File: config.mk
export PLATFORM = sky130hd
export DESIGN_NAME = shapool_job_ctrl
export DESIGN_NICKNAME = d
export VERILOG_FILES = /design/src/rtl/shapool_job_ctrl.sv
export SDC_FILE = /design/constraint.sdc
export NUM_CORES = 1
export LEC_CHECK = 0
export CAP_MARGIN = 0
export CELL_PAD_IN_SITES_DETAIL_PLACEMENT = 0
export CELL_PAD_IN_SITES_GLOBAL_PLACEMENT = 1
export CORE_AREA = 4 4 317 319
export DETAILED_ROUTE_END_ITERATION = 10
export DIE_AREA = 0 0 321 323
export MAX_ROUTING_LAYER = met4
export PLACE_DENSITY = 0.62
export SLEW_MARGIN = 40
export SYNTH_ARGS = -nofsm -noshare
export SYNTH_HDL_FRONTEND = slang
export SYNTH_SLANG_ARGS = --single-unit
File: constraint.sdc
create_clock -name clk -period 16.6 [get_ports clk]
set_input_delay 1.66 -clock clk [delete_from_list [all_inputs] [get_ports clk]]
set_output_delay 1.66 -clock clk [all_outputs]
set_load 0.005 [all_outputs]
File: src/rtl/shapool_job_ctrl.sv
// rtl/shapool_job_ctrl.sv - job sequencer for one shapool instance: accept, prime, run, report
module shapool_job_ctrl #(
    parameter int unsigned RESET_CYCLES  = 2,
    parameter int unsigned TIMEOUT_WIDTH = 38
) (
    input  logic         clk,
    input  logic         reset,
    input  logic         job_valid,
    output logic         job_ready,
    input  logic [255:0] job_sha_state,
    input  logic [95:0]  job_message_head,
    input  logic [15:0]  job_difficulty_bm,
    input  logic [7:0]   job_nonce_start_MSB,
    input  logic         cancel,
    output logic         pool_reset,
    output logic [255:0] pool_sha_state,
    output logic [95:0]  pool_message_head,
    output logic [15:0]  pool_difficulty_bm,
    output logic [7:0]   pool_nonce_start_MSB,
    input  logic         pool_success,
    input  logic [31:0]  pool_nonce,
    output logic         result_valid,
    input  logic         result_ready,
    output logic         result_found,
    output logic         result_cancelled,
    output logic [31:0]  result_nonce,
    output logic         busy
);

    localparam logic [1:0] ST_IDLE  = 2'd0;
    localparam logic [1:0] ST_PRIME = 2'd1;
    localparam logic [1:0] ST_RUN   = 2'd2;
    localparam logic [1:0] ST_DONE  = 2'd3;

    localparam int unsigned RC_W = (RESET_CYCLES > 1) ? $clog2(RESET_CYCLES) : 1;
    localparam logic [RC_W-1:0] RC_LAST = RC_W'(RESET_CYCLES - 1);
    localparam logic [TIMEOUT_WIDTH-1:0] TMO_ONE = TIMEOUT_WIDTH'(1);

    logic [1:0]               state_q, state_d;
    logic [RC_W-1:0]          rcnt_q, rcnt_d;
    logic [TIMEOUT_WIDTH-1:0] tmo_q, tmo_d, tmo_inc;
    logic                     found_q, found_d;
    logic                     canc_q, canc_d;
    logic [31:0]              nonce_q, nonce_d;
    logic                     load_params;

    assign tmo_inc = tmo_q + TMO_ONE;

    always_comb begin
        state_d     = state_q;
        rcnt_d      = rcnt_q;
        tmo_d       = tmo_q;
        found_d     = found_q;
        canc_d      = canc_q;
        nonce_d     = nonce_q;
        load_params = 1'b0;
        case (state_q)
            ST_IDLE: begin
                if (job_valid) begin
                    load_params = 1'b1;
                    rcnt_d      = '0;
                    found_d     = 1'b0;
                    canc_d      = 1'b0;
                    nonce_d     = '0;
                    state_d     = ST_PRIME;
                end
            end
            ST_PRIME: begin
                if (cancel) begin
                    canc_d  = 1'b1;
                    state_d = ST_DONE;
                end else if (rcnt_q == RC_LAST) begin
                    tmo_d   = '0;
                    state_d = ST_RUN;
                end else begin
                    rcnt_d = rcnt_q + RC_W'(1);
                end
            end
            ST_RUN: begin
                tmo_d = tmo_inc;
                // Cancel outranks success, which outranks exhaustion.
                if (cancel) begin
                    canc_d  = 1'b1;
                    state_d = ST_DONE;
                end else if (pool_success) begin
                    found_d = 1'b1;
                    nonce_d = pool_nonce;
                    state_d = ST_DONE;
                end else if (tmo_inc == '1) begin
                    state_d = ST_DONE;
                end
            end
            ST_DONE: begin
                if (result_ready) begin
                    found_d = 1'b0;
                    canc_d  = 1'b0;
                    nonce_d = '0;
                    state_d = ST_IDLE;
                end
            end
            default: state_d = ST_IDLE;
        endcase
    end

    always_ff @(posedge clk or posedge reset) begin
        if (reset) begin
            state_q              <= ST_IDLE;
            rcnt_q               <= '0;
            tmo_q                <= '0;
            found_q              <= 1'b0;
            canc_q               <= 1'b0;
            nonce_q              <= '0;
            pool_sha_state       <= '0;
            pool_message_head    <= '0;
            pool_difficulty_bm   <= '0;
            pool_nonce_start_MSB <= '0;
        end else begin
            state_q <= state_d;
            rcnt_q  <= rcnt_d;
            tmo_q   <= tmo_d;
            found_q <= found_d;
            canc_q  <= canc_d;
            nonce_q <= nonce_d;
            if (load_params) begin
                pool_sha_state       <= job_sha_state;
                pool_message_head    <= job_message_head;
                pool_difficulty_bm   <= job_difficulty_bm;
                pool_nonce_start_MSB <= job_nonce_start_MSB;
            end
        end
    end

    assign job_ready        = (state_q == ST_IDLE);
    assign busy             = (state_q != ST_IDLE);
    assign pool_reset       = (state_q != ST_RUN);
    assign result_valid     = (state_q == ST_DONE);
    assign result_found     = found_q;
    assign result_cancelled = canc_q;
    assign result_nonce     = nonce_q;

endmodule

# Yosys cells after proc, flatten, opt, wreduce, memory -nomap -nowiden
# Index checks and enable logic that the tools add are counted.
# totals
ff_bits	451
out_inout_bits	414
input_bits	414
elab_cells	65
# classes
add_sub_neg	2
n_mux	28
eq_ne	14
reduce_logical	11
# ops
cell	count
32-bit 2-to-1 mux	4
32-bit case mux with 3 select lines	1
38-bit 2-to-1 mux	2
38-bit case mux with 2 select lines	1
38-bit by 1-bit adder with 38-bit output, second input constant	1
38-bit equality test, second input constant	1
2-bit 2-to-1 mux	7
2-bit != test, second input constant	6
1-bit 2-to-1 mux	9
3-bit AND reduction	3
2-bit case mux with 4 select lines	1
1-bit case mux with 3 select lines	2
2-bit nonzero test	3
5-bit AND reduction	1
2-bit equality test, second input constant	2
2-bit by 1-bit != test with 1-bit output, second input constant	2
4-bit != test, second input constant	1
4-bit AND reduction	1
3-bit != test, second input constant	1
3-bit nonzero test	1
2-bit by 1-bit equality test with 1-bit output, second input constant	1
2-bit logical NOT	1
1-bit case mux with 2 select lines	1
2-bit OR reduction	1
1-bit adder, second input constant	1

# Longest topological paths before layout
# Gate-level depths: netlist of the first run.
# logic_depth
word_depth	6
mapped_depth	10
depth_no_buf	10

# Worst setup path before layout of the first run
# Ideal clock, no wire load.
# synth_timing
kind	input-to-reg
startpoint	input cancel
endpoint	register tmo_q[20]
path_slack_ns	13.473
setup_ns	0.066
cell_stages	6
n_path_buf	3
t_required_ns	16.534
t_arrival_ns	3.061
path_cell_list	clkbuf_1 nor2_1 a21oi_1 clkbuf_1 buf_1 a22o_1
# synth_between
elab_chain_len	2
# synth_rtl
element	line	source
start, declared	14	input logic cancel,
2-bit != test (no source line)	n/a	
3-bit AND reduction (no source line)	n/a	
end signal, assigned	120	tmo_q <= tmo_d;
end, declared	41	logic [TIMEOUT_WIDTH-1:0] tmo_q, tmo_d, tmo_inc;
# Every way passes these cells.
# A chain may end at the register's enable or synchronous reset.

# Worst setup path in the final report of the first run
# layout_timing
startpoint	input job_valid
endpoint	register pool_message_head[57]
# layout_between
elab_chain_len	2
# layout_rtl
element	line	source
start, declared	8	input logic job_valid,
1-bit 2-to-1 mux	59	if (job_valid) begin
1-bit 2-to-1 mux	57	case (state_q)
end signal, assigned	126	pool_message_head <= job_message_head;
end, declared	17	output logic [95:0] pool_message_head,
# Every way passes these cells.

==> reports/metrics.yaml, run 1 <==
grt:
  grt_usage_pct: 13.5
  antenna_found_initial: 14
  grt_pass1_vias: 15000
  grt_max_degree: 138
  grt_first_pass_wirelength_um: 101000
  grt_overflow: 0
power:
  powerDensity_nw_per_um2: 184
  p_leak_nw: 12.1
  peakVddDrop_v: 0.000103
sta:
  drv_slew: 0
  fin_ws_ns: 11.94
  fin_crit_ns: 4.66
  setup_viol: 0
  tightest_slew_ns: 0.808
  final.setup.tns_ns: 0
  rsz0062_at_grt: "false"
  period_share_pct: 28.0
  relSlewSlack_pct: 46.1
  hold_viol: 0
  final.setup_skew_ns: 0.00936
  fmax_mhz: 215
hold_path:
  min-delay-start: "result_nonce[16]"
  hold_depth: 2
  holdPathEnd: "result_nonce[16]"
  hp-class: "flip-flop to flip-flop"
cts:
  clockBufferDepth: 3
  cts_buffers: 55
  cts-root-buf: "clkbuf_16"
  cts_resized: 0
  path_clk_slew_ns: 0.06
  clkLatencyLatePin_ns: 0.61
  hold_buffers: 0
  cts_tree: "done"
  htreeDepth: 2
  clock-sinks: 451
  post_cts_buffers: 0
run:
  drv_cap: 0
routing:
  wirelength_um: 71500
  via_per_inst: 3.98
  num_vias: 13800
  drcViolationCount: 0
  ant_nets: 0
  first_pass_iters: 5
  drtIter0Drc: 536
  wl_per_cell_um: 20.5
worst_setup_path:
  ff2ff_setup_slack_ns: 12.67
  cp_common_cell: "buf_6"
  worstPathMaxFanout: 78
  required_ns: 17.09
  path_cells: "clkdlybuf4s50_1 > nand2_4 > buf_6 > buf_6 > buf_4 > mux2_2"
  cp_slowest_stage_delay_ns: 0.66
  rr_worst_depth: 7
  worstPathArrival_ns: 5.15
  rr_startpoint: "state_q[0]"
  crit_path_top_delay_cell: "buf_4"
  crit_path_start_kind: "input pin"
  endpoint_kind: "flip-flop"
  crit_type: "input pin to flip-flop"
  reg2reg_to: "pool_message_head[57]"
placement:
  portBuffers: 827
  gp_congestion: 0.861
  place_hpwl_um: 55000
  dp_slack_ns: 11.30
  placed_cell_area_um2: 27900
status:
  status: "completed"
floorplanning:
  start_util_pct: 18.6
  die_area_um2: 104000
  core_um2: 97800
  ios: 828
  chipWidth_um: 321
  placementRows: 115
  die_h_um: 323
synthesis:
  ys_seq_elements: 451
  yosysWarnings: 0
  ys.flop_type: "dfrtp_1"
  yosysUniqueCellTypes: 55
  synth_top_area_share_pct: 62.1
  netlist_area_um2: 18200
  synth.area.top_cells: "dfrtp_1 (62%), mux2_2 (23%), nand2_1 (2.4%), o21ai_0 (2.0%), clkbuf_1 (1.3%)"
  syn_nets: 1742
  yosysSeqAreaShare_pct: 62.1
  yosysTopAreaCell: "dfrtp_1"
  avgSynthCellArea_um2: 13.8
  syn_inst: 1321
  synth_edf_count: 0
  ys_async_sr_fraction_pct: 100
finish:
  fillerInstances: 9846
  fin_nets: 2558
  area_growth_pct: 64.5
  final_area_um2: 29900
  drive_gt1_share_pct: 23.0
  final_util_pct: 30.5
[kinds of logic (layout without fill, tap and decap cells)]
logic type | after synthesis | after routing | synth area share [%]
flops | 451 | 451 | 62.1
mux | 385 | 385 | 23.8
simple gates | 242 | 242 | 6.70
compound gates | 133 | 133 | 4.46
buf+inv | 98 | 957 | 2.20
fa+ha+maj | 7 | 7 | 0.482
xor+xnor | 5 | 5 | 0.241
other cells | 0 | 13 | 0
[stage by stage]
stage          hold WS, ns  cells  power (mW)
2_1_floorplan        0.473   1321        2.75
3_3_place_gp         0.464   3365        4.26
3_5_place_dp         0.470   3365        4.30
4_1_cts              0.483   3465        5.61
5_1_grt              0.501   3478        5.81
6_report             0.477   3480        5.50
[where the power goes]
group	internal, mW	total, mW	leakage [nW]	switching [mW]
clock network	0.769	1.26	0.955	0.491
logic	1.42	2.29	5.73	0.866
registers	1.63	1.95	5.46	0.321
[cells in the mapped netlist (9+ instances only)]
master and count:
nand2_1 117, dfrtp_1 451, nand3_1 22, mux2i_1 9, nor2_1 20, a22o_1 11, mux2_2 376, and3_1 10
nor3_1 19, clkbuf_1 63, a21oi_1 19, o21ai_0 73, inv_1 14, nand4_1 21
[worst max-delay path by stage]
stage,slack (ns),cells past startpoint,to,startpoint
2_1_floorplan,2.37,1,pool_difficulty_bm[0],reset
3_3_place_gp,10.89,6,pool_message_head[14],job_valid
3_5_place_dp,11.30,6,pool_message_head[57],job_valid
4_1_cts,12.00,6,pool_message_head[57],job_valid
5_1_grt,11.79,6,pool_message_head[57],job_valid
6_report,11.94,6,pool_message_head[57],job_valid
[critical path, delay by kind of cell]
kind / cells / cell delay (ns)
muxes: 1 / 0.41
and+or+nand+nor: 1 / 0.48
buffers and inverters: 4 / 2.37
[registers in the layout, summed over array words and instances (netlist names)]
name	count
pool_sha_state	256
rcnt_q	1
tmo_q	38
result_cancelled	1
pool_message_head	96
pool_difficulty_bm	16
result_nonce	32
pool_nonce_start_MSB	8
result_found	1
state_q	2
[layer usage]
layer / up-vias / global-route usage (%) / wire (um)
met5: - / - / 0
met4: 0 / 6.01 / 3230
met2: 464 / 23.7 / 37900
li1: 6333 / - / -
met1: 6913 / 14.0 / 25500
met3: 128 / 3.92 / 4820
[final cells by class]
| class | count | area (um^2) | area share (%) |
|---|---|---|---|
| Multi-Input combinational cell | 772 | 6520 | 21.8 |
| Sequential cell | 451 | 11300 | 37.8 |
| Tap cell | 1287 | 1610 | 5.39 |
| Timing Repair Buffer | 842 | 8470 | 28.3 |
| Clock inverter | 20 | 244 | 0.816 |
| Inverter | 15 | 63.8 | 0.214 |
| Clock buffer | 80 | 1660 | 5.56 |
| Antenna cell | 13 | 32.5 | 0.109 |
[cells in the final DEF (no fill, tap or decap), types with 10 or more instances in the layout]
cell,instances
clkdlybuf4s50_1,827
dfrtp_1,451
mux2_2,376
nand2_1,116
o21ai_0,73
clkbuf_16,57
nand3_1,21
nand4_1,21
nor2_1,20
nor3_1,19
a21oi_1,18
clkbuf_8,16
diode_2,13
inv_1,13
clkinv_2,13
a22o_1,11
and3_1,10
No activity file was read; power rests on OpenSTA's default activity.
==> inputs of run 2 (changes only) <==
clock period = 4.55 ns   (was 16.6 ns; I/O delays follow)
==> reports/metrics.yaml, run 2 (synthesized netlist as in run 1, its figures left out) <==
routing:
  drcViolationCount: 0  # unchanged
  num_vias: 14000  # was 13,800
  first_pass_iters: 5  # unchanged
  wl_per_cell_um: 21.3  # was 20.5 um
  via_per_inst: 3.97  # was 3.98
  wirelength_um: 74900  # was 71,500 um
  ant_nets: 0  # unchanged
  drtIter0Drc: 569  # was 536
worst_setup_path:
  required_ns: 4.09  # was 17.09 ns
  worstPathMaxFanout: 51  # was 78
  endpoint_kind: "primary output"  # was flip-flop
  worstPathArrival_ns: 3.30  # was 5.15 ns
  crit_path_start_kind: "flip-flop"  # was input pin
  rr_worst_depth: 9  # was 7
  crit_type: "flip-flop to primary output"  # was input pin to flip-flop
grt:
  antenna_found_initial: 39  # was 14
  grt_overflow: 0  # unchanged
  grt_usage_pct: 14.1  # was 13.5%
  grt_first_pass_wirelength_um: 104000  # was 101,000 um
  grt_max_degree: 120  # was 138
  grt_pass1_vias: 14900  # was 15,000
floorplanning:
  core_um2: 97800  # unchanged
  start_util_pct: 18.6  # unchanged
  chipWidth_um: 321  # unchanged
  die_area_um2: 104000  # unchanged
  die_h_um: 323  # unchanged
  ios: 828  # unchanged
  placementRows: 115  # unchanged
finish:
  final_common_cell: "clkdlybuf4s50_1"  # unchanged
  top_register: "pool_sha_state"  # unchanged
  final_cell_mix: "clkdlybuf4s50_1 (827), dfrtp_1 (451), mux2_2 (376)"  # unchanged
  fin_cells: 3514  # was 3,480
  final_util_pct: 30.5  # about the same
  reg_top3: "pool_sha_state: 256 flops, pool_message_head: 96 flops, tmo_q: 38 flops"  # unchanged
  fillerInstances: 9938  # was 9,846
  largest_register_ffs: 256  # unchanged
  regArea_um2: 11300  # unchanged
  drive_gt1_share_pct: 23.1  # was 23.0%
  fin_nets: 2570  # was 2,558
  area_growth_pct: 64.5  # about the same
  multiInputGateArea_um2: 6520  # about the same
status:
  status: "completed"  # unchanged
sta:
  final.setup.tns_ns: 0  # unchanged
  fmax_mhz: 266
  relSlewSlack_pct: 48.0  # was 46.1%
  period_share_pct: 82.5
  setup_viol: 0  # unchanged
  drv_slew: 0  # unchanged
  final.setup_skew_ns: 0.0130  # was 0.00936 ns
  hold_viol: 0  # unchanged
  fin_crit_ns: 3.76
  fin_hold_ws_ns: 0.257  # was 0.477 ns
  rsz0062_at_grt: "false"  # unchanged
  tightest_slew_ns: 0.776  # was 0.808 ns
power:
  p_leak_nw: 12.1  # about the same
  finalPower_mw: 19.9  # was 5.50 mW
  peakVddDrop_v: 0.000407  # was 0.000103 V
  powerDensity_nw_per_um2: 666  # was 184 nW/um^2
cts:
  clkLatencyLatePin_ns: 0.62  # was 0.61 ns
  clock-sinks: 451  # unchanged
  clockBufferDepth: 3  # unchanged
  cts-root-buf: "clkbuf_16"  # unchanged
  cts_buffers: 55  # unchanged
  cts_resized: 0  # unchanged
  cts_tree: "done"  # unchanged
  post_cts_buffers: 0  # unchanged
  path_clk_slew_ns: 0.06  # about the same
  htreeDepth: 2  # unchanged
  hold_buffers: 0  # unchanged
hold_path:
  hp-class: "input pin to asynchronous set/reset pin"  # was flip-flop to flip-flop
placement:
  portBuffers: 827  # unchanged
  gp_congestion: 0.826  # was 0.861
  dp_cells: 3377  # was 3,365
  place_hpwl_um: 59900  # was 55,000 um
run:
  drv_cap: 0  # unchanged
## run 2: changes by cell type in the layout (fill, tap and decap cells not counted), moves of 3 or more
cell,change
bufinv_16,-3
clkbuf_8,-5
buf_12,+3
clkbuf_1,+8
buf_6,-4
buf_4,+14
diode_2,+20
clkinvlp_4,+4
## run 2: stage by stage
| step | cell area (um^2) | setup WS [ns] |
|---|---|---|
| after floorplan | 18200 | -2.00 |
| after global placement | 28000 | 1.17 |
| after detailed placement | 28000 | 1.08 |
| after CTS | 29800 | 0.615 |
| after global routing | 29900 | 0.514 |
| final | 29900 | 0.794 |
## run 2: layout make-up
class                           count  area share, %
Sequential cell                   451           37.8
Clock inverter                     20          0.603
Timing Repair Buffer              854           28.6
Clock buffer                       82           5.31
Inverter                           15          0.201
Tap cell                         1287           5.39
Antenna cell                       33          0.276
Multi-Input combinational cell    772           21.8
## run 2: per-layer routing
layer,wire (um),track usage (%),vias to the layer above
met5,0,-,-
met4,2950,5.09,0
met3,6990,6.14,109
met1,25500,13.9,6982
met2,39500,24.8,468
li1,-,-,6398
## run 2: report_power, final
part | leakage [nW] | internal, mW | switching [mW]
registers | 5.46 | 5.95 | 1.16
logic | 5.78 | 5.24 | 3.25
clock network | 0.870 | 2.52 | 1.77
total | 12.1 | 13.7 | 6.18
## run 2: path summary, 6_finish.rpt
path	startpoint	to	slack, ns
max reg2reg	state_q[0]	tmo_q[35]	1.22
min reg2reg	result_nonce[22]	result_nonce[22]	0.48
min in group clk	pool_nonce[9]	result_nonce[9]	0.41
max in group asynchronous	reset	pool_sha_state[7]	3.13
min	reset	pool_sha_state[157]	0.26
max	state_q[0]	pool_reset	0.79
## run 2: worst max-delay path: stages (launching register included)
cell	delay [ns]
dfrtp_1	0.42
inv_1	0.13
ha_2	0.18
buf_4	0.47
clkinv_1	0.80
clkdlybuf4s50_1	0.66
==> edit 1: new RTL, settings of run 1 <==
`TIMEOUT_WIDTH`: 38 -> 46.
--- a/src/rtl/shapool_job_ctrl.sv
+++ b/src/rtl/shapool_job_ctrl.sv
@@ -1,7 +1,7 @@
 // rtl/shapool_job_ctrl.sv - job sequencer for one shapool instance: accept, prime, run, report
 module shapool_job_ctrl #(
     parameter int unsigned RESET_CYCLES  = 2,
-    parameter int unsigned TIMEOUT_WIDTH = 38
+    parameter int unsigned TIMEOUT_WIDTH = 46
 ) (
     input  logic         clk,
     input  logic         reset,
Function: not settled (the Yosys comparison gave no result); the edit may change what the design does.
==> edit 1 against run 1 <==
Non-clock buffer count down 1; combinational power up 3%; area after synthesis up 3.0%; cell area up 1.9%; setup slack better by 910 ps; sequential cell count up 8; clock skew up 8.5 ps; count of clock-buffer cells in the layout up 9; routed wire length up 9.3%; maximum frequency up 24%; power up 0.54%; largest cell class unchanged.
==> edit 1: results (changes against run 1) <==
Status
  – Status: completed

Clock tree
  – Reg clk slew, reported paths: 60 ps (about the same)
  – Clock latency on the worst-skew pair: 620 ps
  – CTS buffer count: 57 (+3.6%)
  – Postcts setup bufs: 0 (unchanged)
  – Max Root-Sink Buffers: 3 (unchanged)
  – Root Buffer: clkbuf_16
  – H-tree levels: 2 (unchanged)
  – Post-CTS sizing: 0 (unchanged)

Power and ir drop
  – Worst IR Drop VDD: 0.00009967 V (-3.2%)
  – Lkg Pwr: 12.20 nW (+0.41%)

Synthesis
  – Library cells used by synthesis: 54 (-1.8%)
  – Top post-synthesis cells by area: dfrtp_1 61%, mux2_2 23%, nand2_1 2.5%
  – Commonest cells post-synth: 459 x dfrtp_1, 377 x mux2_2, 124 x nand2_1
  – Synth Net Count: 1818 (+4.4%)
  – Asr flop ratio synth: 100.0% (unchanged)
  – Seq/Total Area, Yosys: 61.39% (-0.73 points)
  – Ys Warns: 0 (unchanged)
  – Commonest register cell after synthesis: dfrtp_1
  – Post-Synthesis Cells: 1397 (+5.8%)

GRT
  – Vias in the first global route: 15540 (+3.4%)
  – Global Route Usage Sum: 14.79% (+1.3 points)
  – First-pass GRT wire length: 110200 um (+8.6%)
  – Largest net degree at the start of global routing: 146 (+5.8%)
  – Antenna violations before repair: 28 (+14)

Cells and area
  – Number of fill cells: 9883 (+0.38%)
  – Share of cells above drive strength 1: 21.85% (-1.1 points)
  – Max reg flops: 256 (unchanged)
  – Post-layout nets: 2635 (+3.0%)
  – Regs by FF count: pool_sha_state x256, pool_message_head x96, tmo_q x46
  – Post-route insts no fill: 3567 (+2.5%)

Min path
  – Hold Crit Depth: 2 (unchanged)
  – Hold path startpoint: result_nonce[18]$_DFFE_PP0P_
  – Hold crit path type: register to register
  – Hold endpoint: result_nonce[18]$_DFFE_PP0P_

STA
  – Worst slew pin tran: 795.5 ps (-12.62 ps)
  – Worst Skew: 17.81 ps (+8.455 ps)
  – Hold_ws: 483.4 ps (+5.927 ps)

Detailed routing
  – DRT iter0 DRCs: 566 (+5.6%)
  – Via-to-Cell Ratio: 4.074 (+2.5%)
  – DR WL/cell: 21.90 um (+6.6%)
  – TritonRoute pass-1 iters: 4 (-1)

Setup path
  – Slowest-stage cell, CP: clkdlybuf4s50_1
  – Worst path arrival time: 2080 ps (-3070 ps)
  – Critical R2R Launch: tmo_q[0]$_DFFE_PP0P_
  – R2R Setup Slk: 13090 ps (+420 ps)
  – Worst R2R Path Depth: 10 (+3)
  – Worst-path fanout max: 4 (-95%)
  – CP peak stage delay: 540 ps (-120 ps)
  – Reg2Reg Capture Point: state_q[1]$_DFFE_PP0P_

Placed design
  – Port Buffers: 827 (unchanged)
  – Detailed placement HPWL: 60840 um (+11%)
  – Gpl congestion: 0.8523 (-1.0%)
  – Placed cell count: 3441 (+2.3%)
## edit 1: changes by cell type after synthesis, sizes merged, moves of 5 or more
cell	run 1	this run
or4	1	14
a21oi	19	31
xor2	2	12
nand2	117	126
dfrtp	451	459
xnor2	3	11
buf	19	12
clkbuf	64	71
nor2	20	27
a22o	11	5
nand4b	6	1
nor3	21	26
## edit 1: cell type report
type	count	area, um^2	area share, %
Tap cell	1287	1610	5.288
Sequential cell	459	11490	37.72
Inverter	16	72.57	0.2383
Clock buffer	89	1688	5.543
Antenna cell	19	47.55	0.1561
Timing Repair Buffer	841	8482	27.85
Clock inverter	17	183.9	0.6040
Multi-Input combinational cell	839	6882	22.60
## edit 1: routing by layer
layer / vias up / GRT usage [%] / routed length (um)
met5: - / - / 0
met4: 0 / 3.918 / 1821
met3: 88 / 4.242 / 5313
met2: 513 / 26.45 / 41810
met1: 7328 / 16.12 / 29180
li1: 6604 / - / -
## edit 1: stage by stage
stage          util, %  worst slack, ps  instance area (um^2)
2_1_floorplan        -             2143                 18710
5_1_grt          31.12            12710                 30450
3_3_place_gp     29.04            11420                 28420
4_1_cts          31.03            12760                 30360
3_5_place_dp     29.12            12160                 28490
6_report         31.12            12860                 30450
## edit 1: cells by family after synthesis
logic type,Yosys count,share of synthesized area (%)
AOI/OAI and AO/OA,134,3.986
xor gates and xnor gates,23,1.077
adders and majority gates,7,0.4681
buffers and inverters,99,2.033
DFF,459,61.39
muxes,388,23.28
and+or+nand+nor,287,7.770
## edit 1: critical path: cells and delay by family, from the launching register on
family     cells  cell delay [ps]
flops          1              390
buf+inv        3              810
fa+ha+maj      1              270
## edit 1: how the worst max path moves through the flow
stage                                      start  cells after the start                                 to
after global placement                 job_valid                      5    pool_sha_state[106]$_DFFE_PP0P_
after CTS                 state_q[0]$_DFFE_PP0P_                      4                               busy
after floorplan                            reset                      1  pool_difficulty_bm[0]$_DFFE_PP0P_
final                     state_q[0]$_DFFE_PP0P_                      4                               busy
after global routing                       reset                      5       result_nonce[22]$_DFFE_PP0P_
after detailed placement                   reset                      4  pool_message_head[47]$_DFFE_PP0P_
## edit 1: power by group
| group | total (mW) | internal (mW) | leakage, nW | switching, mW |
|---|---|---|---|---|
| clock | 1.25 | 0.743 | 0.917 | 0.508 |
| combinational | 2.35 | 1.45 | 5.71 | 0.900 |
| sequential | 1.94 | 1.64 | 5.57 | 0.293 |
==> edit 2: new RTL, config.mk and constraints of run 1 <==
Without the edit above. Make the reset (`reset`) synchronous in one clocked block.
--- a/src/rtl/shapool_job_ctrl.sv
+++ b/src/rtl/shapool_job_ctrl.sv
@@ -102,7 +102,7 @@
         endcase
     end
 
-    always_ff @(posedge clk or posedge reset) begin
+    always_ff @(posedge clk) begin
         if (reset) begin
             state_q              <= ST_IDLE;
             rcnt_q               <= '0;
Function: changed (a bounded check fails within 4 cycles, from zero or initial values and one cycle with reset high; the reset may be asserted at any time).
==> edit 2 against run 1 <==
Sequential cell count did not move; via count rose by 27%; area after synthesis fell by 6.3%; register-to-register slack improved by 640 ps; global-route usage rose by 0.83 points; non-clock buffer count rose by 1; worst hold slack got worse by 29 ps; routed wire length rose by 8.4%; cell area fell by 5.0%; setup slack improved by 550 ps.
Power is not compared: it rests on default switching activity, and its combinational part moved more than twofold at a synthesized area within 25%.
==> edit 2: results (changes against run 1) <==
Setup path
  – CP peak stage delay: 630 ps (-30 ps)
  – R2R Setup Slk: 13310 ps (+640 ps)
  – Reg2Reg Capture Point: pool_message_head[42]$_SDFFE_PP0P_
  – Kind of critical path: register to output port

Synthesis
  – Top post-synthesis cells by area: dfxtp_1 53%, nand2_1 18%, a21oi_1 13%
  – Asr flop ratio synth: 0% (-100 points)
  – Commonest cells post-synth: 818 x nand2_1, 451 x dfxtp_1, 437 x a21oi_1
  – Post-synthesis xor/xnor area fraction: 0.3086% (+0.068 points)
  – Synth Net Count: 2616 (+50%)
  – Adder-cell share of the synthesized area: 0.5144% (+0.032 points)
  – Mux cell area share after synthesis: 0.3160% (-23 points)
  – Seq/Total Area, Yosys: 53.03% (-9.1 points)
  – Mean area per synthesized cell: 7.757 um^2 (-44%)
  – Synth Area in Compound Gates: 16.86% (+12 points)

Cells and area
  – Number of fill cells: 10600 (+7.7%)
  – Clock buffers: 87 (+8.8%)
  – Footprint of the multi-input gates: 0.007301 mm^2 (+12%)
  – Inverters: 12 (-3)

Clock tree
  – CTS buffer count: 57 (+3.6%)

Placed design
  – Gpl congestion: 0.7998 (-7.1%)
  – Detailed placement HPWL: 56250 um (+2.3%)
  – Pre-CTS WS: 11910 ps (+606.9 ps)

STA
  – Worst Skew: 18.03 ps (+8.670 ps)
  – Slew margin rel.: 44.04% (-2.1 points)

Status
  – Status: completed

GRT
  – Antenna violations before repair: 10 (-4)
  – Global Route Usage Sum: 14.29% (+0.83 points)
  – Largest net degree at the start of global routing: 103 (-25%)

Detailed routing
  – DRT iter0 DRCs: 990 (+85%)
  – Vias after detailed routing: 17590 (+27%)

Min path
  – Hold path startpoint: result_nonce[4]$_SDFFE_PP0P_
==> edit 2: cell types whose count changed after synthesis, moves of 18 or more <==
cell	change
nor2_1	+25
a21oi_1	+418
dfrtp_1	-451
dfxtp_1	+451
nand2_1	+701
clkbuf_1	+75
nand3_1	+31
o21ai_0	-50
a22oi_1	+18
mux2_2	-373
==> edit 2: power breakdown <==
group	switching, mW	leakage, nW	internal (mW)
Sequential	0.0973	3.69	1.27
Combinational	0.573	5.21	0.530
Clock	0.505	0.949	0.741
Total	1.18	9.85	2.54
==> edit 2: cell families after synthesis <==
group                      Yosys count
AOI/OAI and AO/OA                  528
xor gates and xnor gates             6
adders and majority gates            7
buffers and inverters              187
DFF                                451
muxes                                5
and+or+nand+nor                   1011
==> edit 2: layer usage <==
metal	wire length, um	up-vias	track usage [%]
li1	-	8783	-
met1	32610	8124	17.32
met2	36220	572	22.52
met3	6473	108	4.749
met4	2169	0	4.487
met5	0	-	-
